File: config.mk
export PLATFORM = sky130hd
export DESIGN_NAME = fifo_wr_arbiter_flat
export DESIGN_NICKNAME = d
export VERILOG_FILES = /design/src/rtl/fifo_wr_arbiter_if.sv /design/src/rtl/fifo_wr_arbiter.sv /design/src/flat_wrapper.sv
export SDC_FILE = /design/constraint.sdc
export NUM_CORES = 1
export LEC_CHECK = 0
export ABC_AREA = 1
export ABC_CLOCK_PERIOD_IN_PS = 2100
export CORE_ASPECT_RATIO = 0.75
export CORE_MARGIN = 2
export CORE_UTILIZATION = 40
export CTS_CLUSTER_DIAMETER = 120
export DETAILED_ROUTE_END_ITERATION = 10
export GPL_ROUTABILITY_DRIVEN = 0
export PLACE_DENSITY_LB_ADDON = 0.15
export REMOVE_ABC_BUFFERS = 1
export SYNTH_ARGS = -nofsm -noshare
export SYNTH_HDL_FRONTEND = slang
export SYNTH_SLANG_ARGS = --single-unit
File: constraint.sdc
create_clock -name clk -period 2.1 [get_ports clk]
set_input_delay 0.42 -clock clk [delete_from_list [all_inputs] [get_ports clk]]
set_output_delay 0.42 -clock clk [all_outputs]
set_load 0.02 [all_outputs]
File: src/rtl/fifo_wr_arbiter_if.sv
// Requester/FIFO write-side bundle for fifo_wr_arbiter.
// The arbiter takes the slave view; producers and the FIFO model take the master view.
interface fifo_wr_arbiter_if #(
    parameter int N_REQ      = 4,
    parameter int FIFO_WIDTH = 16
);
    localparam int OW = (N_REQ > 1) ? $clog2(N_REQ) : 1;

    logic [N_REQ-1:0]            req;
    logic [N_REQ*FIFO_WIDTH-1:0] req_data;
    logic [N_REQ-1:0]            gnt;
    logic                        fifo_full;
    logic                        fifo_almostfull;
    logic                        fifo_wr_en;
    logic [FIFO_WIDTH-1:0]       fifo_data_in;
    logic [OW-1:0]               owner;
    logic                        busy;

    modport slave (
        input  req,
        input  req_data,
        input  fifo_full,
        input  fifo_almostfull,
        output gnt,
        output fifo_wr_en,
        output fifo_data_in,
        output owner,
        output busy
    );

    modport master (
        output req,
        output req_data,
        output fifo_full,
        output fifo_almostfull,
        input  gnt,
        input  fifo_wr_en,
        input  fifo_data_in,
        input  owner,
        input  busy
    );
endinterface

File: src/rtl/fifo_wr_arbiter.sv
// Round-robin burst arbiter sharing one FIFO write port among N_REQ requesters.
// Optional build macro FIFO_ARB_PRIO_EN gives requester 0 strict priority at arbitration.
module fifo_wr_arbiter #(
    parameter int N_REQ      = 4,
    parameter int FIFO_WIDTH = 16,
    parameter int MAX_BURST  = 4
) (
    input  logic                 clk,
    input  logic                 rst_n,
    fifo_wr_arbiter_if.slave     bus
);
    localparam int OW = (N_REQ > 1) ? $clog2(N_REQ) : 1;
    localparam int BW = $clog2(MAX_BURST + 1);
    localparam logic [OW-1:0] LAST_IDX  = OW'(N_REQ - 1);
    localparam logic [BW-1:0] BURST_MAX = BW'(MAX_BURST);

    typedef enum logic [0:0] {
        ST_IDLE  = 1'b0,
        ST_GRANT = 1'b1
    } state_e;

    state_e                  state_q, state_d;
    logic [OW-1:0]           rr_ptr_q, rr_ptr_d;
    logic [OW-1:0]           owner_q, owner_d;
    logic [BW-1:0]           beat_cnt_q, beat_cnt_d;
    logic                    wr_en_q, wr_en_d;
    logic [FIFO_WIDTH-1:0]   data_q, data_d;
    logic                    busy_q, busy_d;

    logic                    space_ok_s;
    logic                    accept_s;
    logic [N_REQ-1:0]        gnt_s;
    logic [FIFO_WIDTH-1:0]   owner_data_s;

    // Successor index with wrap from the last requester back to 0.
    function automatic logic [OW-1:0] next_idx(input logic [OW-1:0] idx);
        logic [OW-1:0] res;
        if (idx == LAST_IDX) begin
            res = OW'(0);
        end else begin
            res = idx + OW'(1);
        end
        return res;
    endfunction

    // First active request at or after ptr, scanning with wrap.
    function automatic logic [OW-1:0] rr_pick(input logic [N_REQ-1:0] r,
                                              input logic [OW-1:0]    ptr);
        logic [OW-1:0] res;
        logic          found;
        int            j;
        res   = ptr;
        found = 1'b0;
        for (int i = 0; i < N_REQ; i++) begin
            j = (int'(ptr) + i) % N_REQ;
            if (!found && r[j]) begin
                res   = OW'(j);
                found = 1'b1;
            end else begin
                found = found;
            end
        end
        return res;
    endfunction

    // Arbitration winner; requester 0 can pre-empt the rotation when priority is built in.
    function automatic logic [OW-1:0] arb_pick(input logic [N_REQ-1:0] r,
                                               input logic [OW-1:0]    ptr);
        logic [OW-1:0] res;
`ifdef FIFO_ARB_PRIO_EN
        if (r[0]) begin
            res = OW'(0);
        end else begin
            res = rr_pick(r, ptr);
        end
`else
        res = rr_pick(r, ptr);
`endif
        return res;
    endfunction

    // Rotation pointer after a grant ends; priority releases of port 0 leave it alone.
    function automatic logic [OW-1:0] release_ptr(input logic [OW-1:0] own,
                                                  input logic [OW-1:0] ptr);
        logic [OW-1:0] res;
`ifdef FIFO_ARB_PRIO_EN
        if (own == OW'(0)) begin
            res = ptr;
        end else begin
            res = next_idx(own);
        end
`else
        res = next_idx(own);
        if (ptr == res) begin
            res = ptr;
        end else begin
            res = next_idx(own);
        end
`endif
        return res;
    endfunction

    // A write already in flight consumes the last free slot, so almostfull blocks too.
    assign space_ok_s   = !bus.fifo_full && !(bus.fifo_almostfull && wr_en_q);
    assign owner_data_s = bus.req_data[int'(owner_q)*FIFO_WIDTH +: FIFO_WIDTH];

    // Grant decode: only the owner may be granted, never while reset is asserted.
    always_comb begin
        gnt_s = {N_REQ{1'b0}};
        if (rst_n && (state_q == ST_GRANT)) begin
            gnt_s[owner_q] = bus.req[owner_q] & space_ok_s;
        end else begin
            gnt_s = {N_REQ{1'b0}};
        end
    end

    assign accept_s = |(gnt_s & bus.req);

    // Next-state and registered-output computation.
    always_comb begin
        state_d    = state_q;
        rr_ptr_d   = rr_ptr_q;
        owner_d    = owner_q;
        beat_cnt_d = beat_cnt_q;
        wr_en_d    = 1'b0;
        data_d     = data_q;
        case (state_q)
            ST_IDLE: begin
                if (|bus.req) begin
                    owner_d    = arb_pick(bus.req, rr_ptr_q);
                    beat_cnt_d = {BW{1'b0}};
                    state_d    = ST_GRANT;
                end else begin
                    state_d    = ST_IDLE;
                end
            end
            ST_GRANT: begin
                if (accept_s) begin
                    wr_en_d    = 1'b1;
                    data_d     = owner_data_s;
                    beat_cnt_d = beat_cnt_q + BW'(1);
                    if ((beat_cnt_q + BW'(1)) == BURST_MAX) begin
                        state_d  = ST_IDLE;
                        rr_ptr_d = release_ptr(owner_q, rr_ptr_q);
                    end else begin
                        state_d  = ST_GRANT;
                    end
                end else if (!bus.req[owner_q]) begin
                    state_d  = ST_IDLE;
                    rr_ptr_d = release_ptr(owner_q, rr_ptr_q);
                end else begin
                    state_d  = ST_GRANT;
                end
            end
            default: begin
                state_d = ST_IDLE;
            end
        endcase
        busy_d = (state_d == ST_GRANT);
    end

    // State and output registers with synchronous active-low reset.
    always_ff @(posedge clk) begin
        if (!rst_n) begin
            state_q    <= ST_IDLE;
            rr_ptr_q   <= {OW{1'b0}};
            owner_q    <= {OW{1'b0}};
            beat_cnt_q <= {BW{1'b0}};
            wr_en_q    <= 1'b0;
            data_q     <= {FIFO_WIDTH{1'b0}};
            busy_q     <= 1'b0;
        end else begin
            state_q    <= state_d;
            rr_ptr_q   <= rr_ptr_d;
            owner_q    <= owner_d;
            beat_cnt_q <= beat_cnt_d;
            wr_en_q    <= wr_en_d;
            data_q     <= data_d;
            busy_q     <= busy_d;
        end
    end

    assign bus.gnt          = gnt_s;
    assign bus.fifo_wr_en   = wr_en_q;
    assign bus.fifo_data_in = data_q;
    assign bus.owner        = owner_q;
    assign bus.busy         = busy_q;
endmodule

File: src/flat_wrapper.sv
// flat-port wrapper written by rule: the top's interface ports become plain ports
module fifo_wr_arbiter_flat 
#(
    parameter int N_REQ      = 4,
    parameter int FIFO_WIDTH = 16,
    parameter int MAX_BURST  = 4
)
  (clk, rst_n, bus_req, bus_req_data, bus_fifo_full, bus_fifo_almostfull, bus_gnt, bus_fifo_wr_en, bus_fifo_data_in, bus_owner, bus_busy);
  fifo_wr_arbiter_if #(.N_REQ(N_REQ), .FIFO_WIDTH(FIFO_WIDTH)) bus_i ();
  input  logic clk;
  input  logic rst_n;
  input wire logic [$bits(bus_i.req)-1:0] bus_req;
  input wire logic [$bits(bus_i.req_data)-1:0] bus_req_data;
  input wire logic [$bits(bus_i.fifo_full)-1:0] bus_fifo_full;
  input wire logic [$bits(bus_i.fifo_almostfull)-1:0] bus_fifo_almostfull;
  output wire logic [$bits(bus_i.gnt)-1:0] bus_gnt;
  output wire logic [$bits(bus_i.fifo_wr_en)-1:0] bus_fifo_wr_en;
  output wire logic [$bits(bus_i.fifo_data_in)-1:0] bus_fifo_data_in;
  output wire logic [$bits(bus_i.owner)-1:0] bus_owner;
  output wire logic [$bits(bus_i.busy)-1:0] bus_busy;
  assign bus_i.req = bus_req;
  assign bus_i.req_data = bus_req_data;
  assign bus_i.fifo_full = bus_fifo_full;
  assign bus_i.fifo_almostfull = bus_fifo_almostfull;
  assign bus_gnt = bus_i.gnt;
  assign bus_fifo_wr_en = bus_i.fifo_wr_en;
  assign bus_fifo_data_in = bus_i.fifo_data_in;
  assign bus_owner = bus_i.owner;
  assign bus_busy = bus_i.busy;
  fifo_wr_arbiter #(.N_REQ(N_REQ), .FIFO_WIDTH(FIFO_WIDTH), .MAX_BURST(MAX_BURST)) u_core (.clk(clk), .rst_n(rst_n), .bus(bus_i));
endmodule
==> results.cfg, run 1 <==
[synth]
synth-seq-area-share = 0.278
ys_warn_count = 0
synth_area_per_cell_um2 = 6.20
synth.ff_latch_count = 25
syn_inst = 290
mapped_cell_area_um2 = 1800
synth_cell_types = 28

[sta]
timing.fmax_mhz = 487
worst_pin_slew_ns = 0.385
timing.slew.headroom = 0.743
timing_max_transition_violations_final = 0
post-route-period-util = 0.977
worst_slack_ns = 0.0481
hold_ws_ns = 0.480
finalSetupViolCount = 0
setup-tns-final_ns = 0
hold_violations = 0
period_needed_ns = 2.05
finClkSkew_ns = 0.00465

[clock_tree]
cts_buffer_count = 3
clockBufferDepth = 2
cts_sinks = 25
insertion_delay_ns = 0.27
post_cts_buffers = 0
hold_buffers = 0
cts_root_buf = sky130_fd_sc_hd__clkbuf_8
tritoncts_clock_tree = yes
clk_transition_reported_paths_ns = 0.09
cts_htree_levels = 1

[final_layout]
commonest_non_fill_non_tap_cell_in_the_layout = sky130_fd_sc_hd__clkdlybuf4s50_1
final_nets = 470
instances_no_fill = 448
mostFrequentLayoutCells = sky130_fd_sc_hd__clkdlybuf4s50_1, sky130_fd_sc_hd__nor2_1, sky130_fd_sc_hd__o21ai_0
area_delta_synth_final_pct = 65.4
regArea_um2 = 503
fill_cells = 383
drive_gt1_frac = 0.113
final_core_utilization = 0.678
insertedDiodeCount = 0
multi_input_area_um2 = 1140

[floorplanning]
initial_core_util = 0.410
die_height_um = 62.1
fp.dieW_um = 81.4
floorplan.core_area_um2 = 4390
floorplan.rows = 21
die_area_um2 = 5060
ios = 96

[status]
status = complete, no violations

[route]
total_wire_length_after_detailed_routing_um = 5730
detail_route.drc_violations = 0
route.vias.total = 2216
avgViaCountPerCell = 4.95
post_drt_wl_per_cell_um = 12.8
dr.first_iter.drc_count = 137
firstDrtPassIters = 4
postRouteAntennaNets = 0

[critical_path]
cp_data_arrival_time_ns = 1.63
critical_path_class = register to output pin
crit_path_end_kind = output pin
crit_path_max_fanout = 13
timing.critical_path.from_type = register
worst_ep_required_time_ns = 1.68

[global_routing]
grt_start_max_net_pins = 25
grt_pass1_vias = 1880
grt_pass1_wl_um = 8880
grt_antenna_before_repair = 0
groute.usage.overall = 0.231
grt.overflow.total = 0

[place]
buffer_ports.inserted = 95
dp.cells = 444
dp_slack_ns = -0.441
placed_wire_length_estimate_um = 4310

[power]
irDropWorstVdd_uv = 448
power-per-cell-area_nw_per_um2 = 818
cellLeakagePower_uw = 0.00125

[hold_path]
hold_path.class = register to register

[flow_run]
drv_cap = 0
==> report_power, final <==
part / total [uW] / switching (uW) / internal [uW]
Sequential: 649 / 100 / 549
Clock: 285 / 150 / 136
Combinational: 1500 / 859 / 642
Total: 2430 / 1110 / 1330
==> routing by layer <==
layer	wire length [um]	vias up	track usage	part of all wire
li1	-	1169	-	-
met1	2590	960	0.311	0.45
met2	2570	81	0.388	0.45
met3	503	6	0.0535	0.088
met4	59	0	0.0412	0.010
met5	0	-	0	0
==> critical path: stages, from the launching register on <==
cell	delay [ns]
sky130_fd_sc_hd__dfxtp_2	0.42
sky130_fd_sc_hd__buf_4	0.14
sky130_fd_sc_hd__buf_4	0.18
sky130_fd_sc_hd__clkdlybuf4s50_1	0.62
==> final timing paths <==
path	from	to	slack [ns]	depth (start not counted)
min reg2reg	u_core.beat_cnt_q[0]	u_core.beat_cnt_q[0]	0.48	1
min	u_core.beat_cnt_q[0]	u_core.beat_cnt_q[0]	0.48	1
max reg2reg	u_core.bus.owner[0]	u_core.bus.fifo_data_in[7]	0.34	12
max	u_core.bus.owner[0]	bus_owner[0]	0.05	3
==> flip-flops by register name, summed over array words and instances (netlist names) <==
name and flops:
u_core.bus.owner 2, u_core.state_q 1, u_core.rr_ptr_q 2, u_core.beat_cnt_q 3
u_core.bus.fifo_wr_en 1, u_core.bus.fifo_data_in 16
==> area by class of cell <==
cell class	instances	area share
multi-input combinational	224	0.384
timing repair buffer	113	0.375
sequential	25	0.169
inverter	25	0.0332
tap	57	0.0240
clock buffer	4	0.0151
==> cell usage after synthesis <==
cell type / number / area, um^2
sky130_fd_sc_hd__nand2_2: 2 / 12.5
sky130_fd_sc_hd__nand3_2: 2 / 20.0
sky130_fd_sc_hd__buf_6: 2 / 22.5
sky130_fd_sc_hd__inv_2: 2 / 7.51
sky130_fd_sc_hd__clkbuf_1: 9 / 33.8
sky130_fd_sc_hd__inv_4: 2 / 12.5
sky130_fd_sc_hd__inv_1: 21 / 78.8
sky130_fd_sc_hd__xor2_1: 1 / 8.76
sky130_fd_sc_hd__nand3_1: 7 / 35.0
sky130_fd_sc_hd__o21ai_1: 17 / 85.1
sky130_fd_sc_hd__nand2_4: 1 / 11.3
sky130_fd_sc_hd__nand2_1: 37 / 139
sky130_fd_sc_hd__nand2_8: 1 / 20.0
sky130_fd_sc_hd__nor3_1: 4 / 20.0
sky130_fd_sc_hd__buf_8: 1 / 15.0
sky130_fd_sc_hd__nor2_1: 73 / 274
sky130_fd_sc_hd__a41oi_1: 2 / 17.5
sky130_fd_sc_hd__o22ai_1: 2 / 12.5
sky130_fd_sc_hd__nand4_1: 4 / 25.0
sky130_fd_sc_hd__buf_2: 3 / 15.0
sky130_fd_sc_hd__nor2_2: 1 / 6.26
sky130_fd_sc_hd__a21oi_1: 5 / 25.0
sky130_fd_sc_hd__ha_1: 6 / 75.1
sky130_fd_sc_hd__a31oi_1: 16 / 100
sky130_fd_sc_hd__xnor2_1: 1 / 8.76
sky130_fd_sc_hd__o21ai_0: 42 / 210
sky130_fd_sc_hd__dfxtp_1: 25 / 500
sky130_fd_sc_hd__buf_4: 1 / 7.51
==> stage by stage <==
| stage | instance area, um^2 | power, uW |
|---|---|---|
| global placement | 2890 | 2090 |
| global route | 2980 | 2680 |
| floorplan | 1710 | 1530 |
| CTS | 2920 | 2410 |
| detailed placement | 2890 | 2110 |
| finish | 2980 | 2430 |
==> what timing repair did <==
| item | CTS | global route |
|---|---|---|
| gates resized for setup | 22 | 18 |
| endpoints found under the setup margin | 6 | 6 |
| pin swaps | 0 | 2 |
==> cell families after synthesis <==
kind of cell | Yosys count | synth area share
xor gates and xnor gates | 2 | 0.00974
and+or+nand+nor | 132 | 0.313
buffers and inverters | 41 | 0.107
DFF | 25 | 0.278
adders and majority gates | 6 | 0.0417
AOI/OAI and AO/OA | 84 | 0.250
No activity file was read; power rests on OpenSTA's default activity.
==> inputs of run 2 (changes only) <==
Settings changed: CAP_MARGIN from default to 0.
==> results of run 2 <==
Same layout as run 1: the final DEF is identical, and so are final timing and power.
==> inputs of run 3 (changes only) <==
--- a/constraint.sdc
+++ b/constraint.sdc
@@ -3,2 +3,2 @@
 set_output_delay 0.42 -clock clk [all_outputs]
-set_load 0.02 [all_outputs]
+set_load 0.01 [all_outputs]
==> results.cfg, run 3 (same netlist as run 1, synthesis figures left out) <==
[status]
status = complete, no violations

[power]
power-per-cell-area_nw_per_um2 = 808
cellLeakagePower_uw = 0.00120
irDropWorstVdd_uv = 539

[route]
post_drt_wl_per_cell_um = 12.9
firstDrtPassIters = 4
postRouteAntennaNets = 0
detail_route.drc_violations = 0
avgViaCountPerCell = 4.97
total_wire_length_after_detailed_routing_um = 5750
route.layer.met1.wl_um = 2680
route.vias.total = 2215
dr.first_iter.drc_count = 97
routed-wl-met2_um = 2610
met3_wirelength_um = 414
highest-signal-layer = met4

[sta]
post-route-period-util = 0.965
worst_pin_slew_ns = 0.383
timing_max_transition_violations_final = 0
hold_violations = 0
timing.fmax_mhz = 494
timing.slew.headroom = 0.744
finClkSkew_ns = 0.00283
finalSetupViolCount = 0
setup-tns-final_ns = 0
period_needed_ns = 2.03

[floorplanning]
initial_core_util = 0.410
die_area_um2 = 5060
fp.dieW_um = 81.4
ios = 96
die_height_um = 62.1
floorplan.rows = 21
floorplan.core_area_um2 = 4390

[global_routing]
groute.usage.overall = 0.227
grt_pass1_vias = 1912
grt.overflow.total = 0
grt_start_max_net_pins = 36
grt_pass1_wl_um = 8870
grt_antenna_before_repair = 0

[final_layout]
commonest_non_fill_non_tap_cell_in_the_layout = sky130_fd_sc_hd__clkdlybuf4s50_1
insertedDiodeCount = 0
area_delta_synth_final_pct = 63.7
stdcell_area_um2 = 2950
largest_register_ffs = 16
final_nets = 468
mostFrequentLayoutCells = sky130_fd_sc_hd__clkdlybuf4s50_1, sky130_fd_sc_hd__nor2_1, sky130_fd_sc_hd__o21ai_0
drive_gt1_frac = 0.103

[clock_tree]
hold_buffers = 0
clockBufferDepth = 2
tritoncts_clock_tree = yes
clk_transition_reported_paths_ns = 0.08
cts_root_buf = sky130_fd_sc_hd__clkbuf_8
cts_buffer_count = 3
post_cts_buffers = 0
cts_sinks = 25
insertion_delay_ns = 0.27
cts_htree_levels = 1

[critical_path]
timing.critical_path.from_type = input port
critical_path_class = input port to output pin
worst_ep_required_time_ns = 1.68
cp_data_arrival_time_ns = 1.61
crit_path_end_kind = output pin
crit_path_max_fanout = 4

[place]
placed_wire_length_estimate_um = 4260
dpl-instance-area_um2 = 2890
buffer_ports.inserted = 95

[flow_run]
drv_cap = 0

[hold_path]
hold_path.class = register to register
run 3: path summary, 6_finish.rpt:
kind                                end  cells after the start  slack [ns]            startpoint
min                u_core.beat_cnt_q[0]                      1        0.47  u_core.beat_cnt_q[0]
max                          bus_gnt[1]                      8        0.07            bus_req[3]
max reg2reg  u_core.bus.fifo_data_in[7]                     12        0.22   u_core.bus.owner[0]
min reg2reg        u_core.beat_cnt_q[0]                      1        0.47  u_core.beat_cnt_q[0]
run 3: timing repair:
action / in CTS / in global routing
cloned: 0 / 0
resized for setup: 19 / 8
setup endpoints to repair: 5 / 9
run 3: layout make-up:
type / instances / area (um^2)
repair buffers: 111 / 1100
multi-input cells: 224 / 1130
well taps: 57 / 71.3
flip-flops and latches: 25 / 502
clock buffers: 4 / 45.0
inverters: 25 / 98.8
fillers: 385 / 1440
run 3: power breakdown:
group          total, uW  leakage [uW]  switching [uW]  internal (uW)
combinational       1450      0.000973             817            635
clock                285     0.0000228             150            136
sequential           642      0.000203            95.7            547
total               2380       0.00120            1060           1320
run 3: stage by stage:
| step | power, uW | setup slack (ns) | std cells | util | hold slack (ns) |
|---|---|---|---|---|---|
| floorplan | 1490 | -0.232 | 274 | - | 0.436 |
| global placement | 2040 | -0.334 | 442 | 0.658 | 0.456 |
| detailed placement | 2060 | -0.374 | 442 | 0.658 | 0.459 |
| CTS | 2360 | 0.00829 | 446 | 0.670 | 0.471 |
| global route | 2610 | -0.0149 | 446 | 0.671 | 0.504 |
| finish | 2380 | 0.0743 | 446 | 0.671 | 0.473 |
run 3: metal layers:
metal  vias to the layer above  global-route usage
met5                         -                   0
met2                        79               0.397
met1                       964               0.296
li1                       1166                   -
met4                         0              0.0436
met3                         6              0.0477
run 3: worst max-delay path, cell delays in order:
cell                              delay [ns]
sky130_fd_sc_hd__clkdlybuf4s50_1        0.49
sky130_fd_sc_hd__inv_1                  0.06
sky130_fd_sc_hd__nand2_1                0.07
sky130_fd_sc_hd__nand3_2                0.10
sky130_fd_sc_hd__nand2_4                0.09
sky130_fd_sc_hd__nand2_2                0.09
sky130_fd_sc_hd__nor3_2                 0.13
sky130_fd_sc_hd__buf_2                  0.16
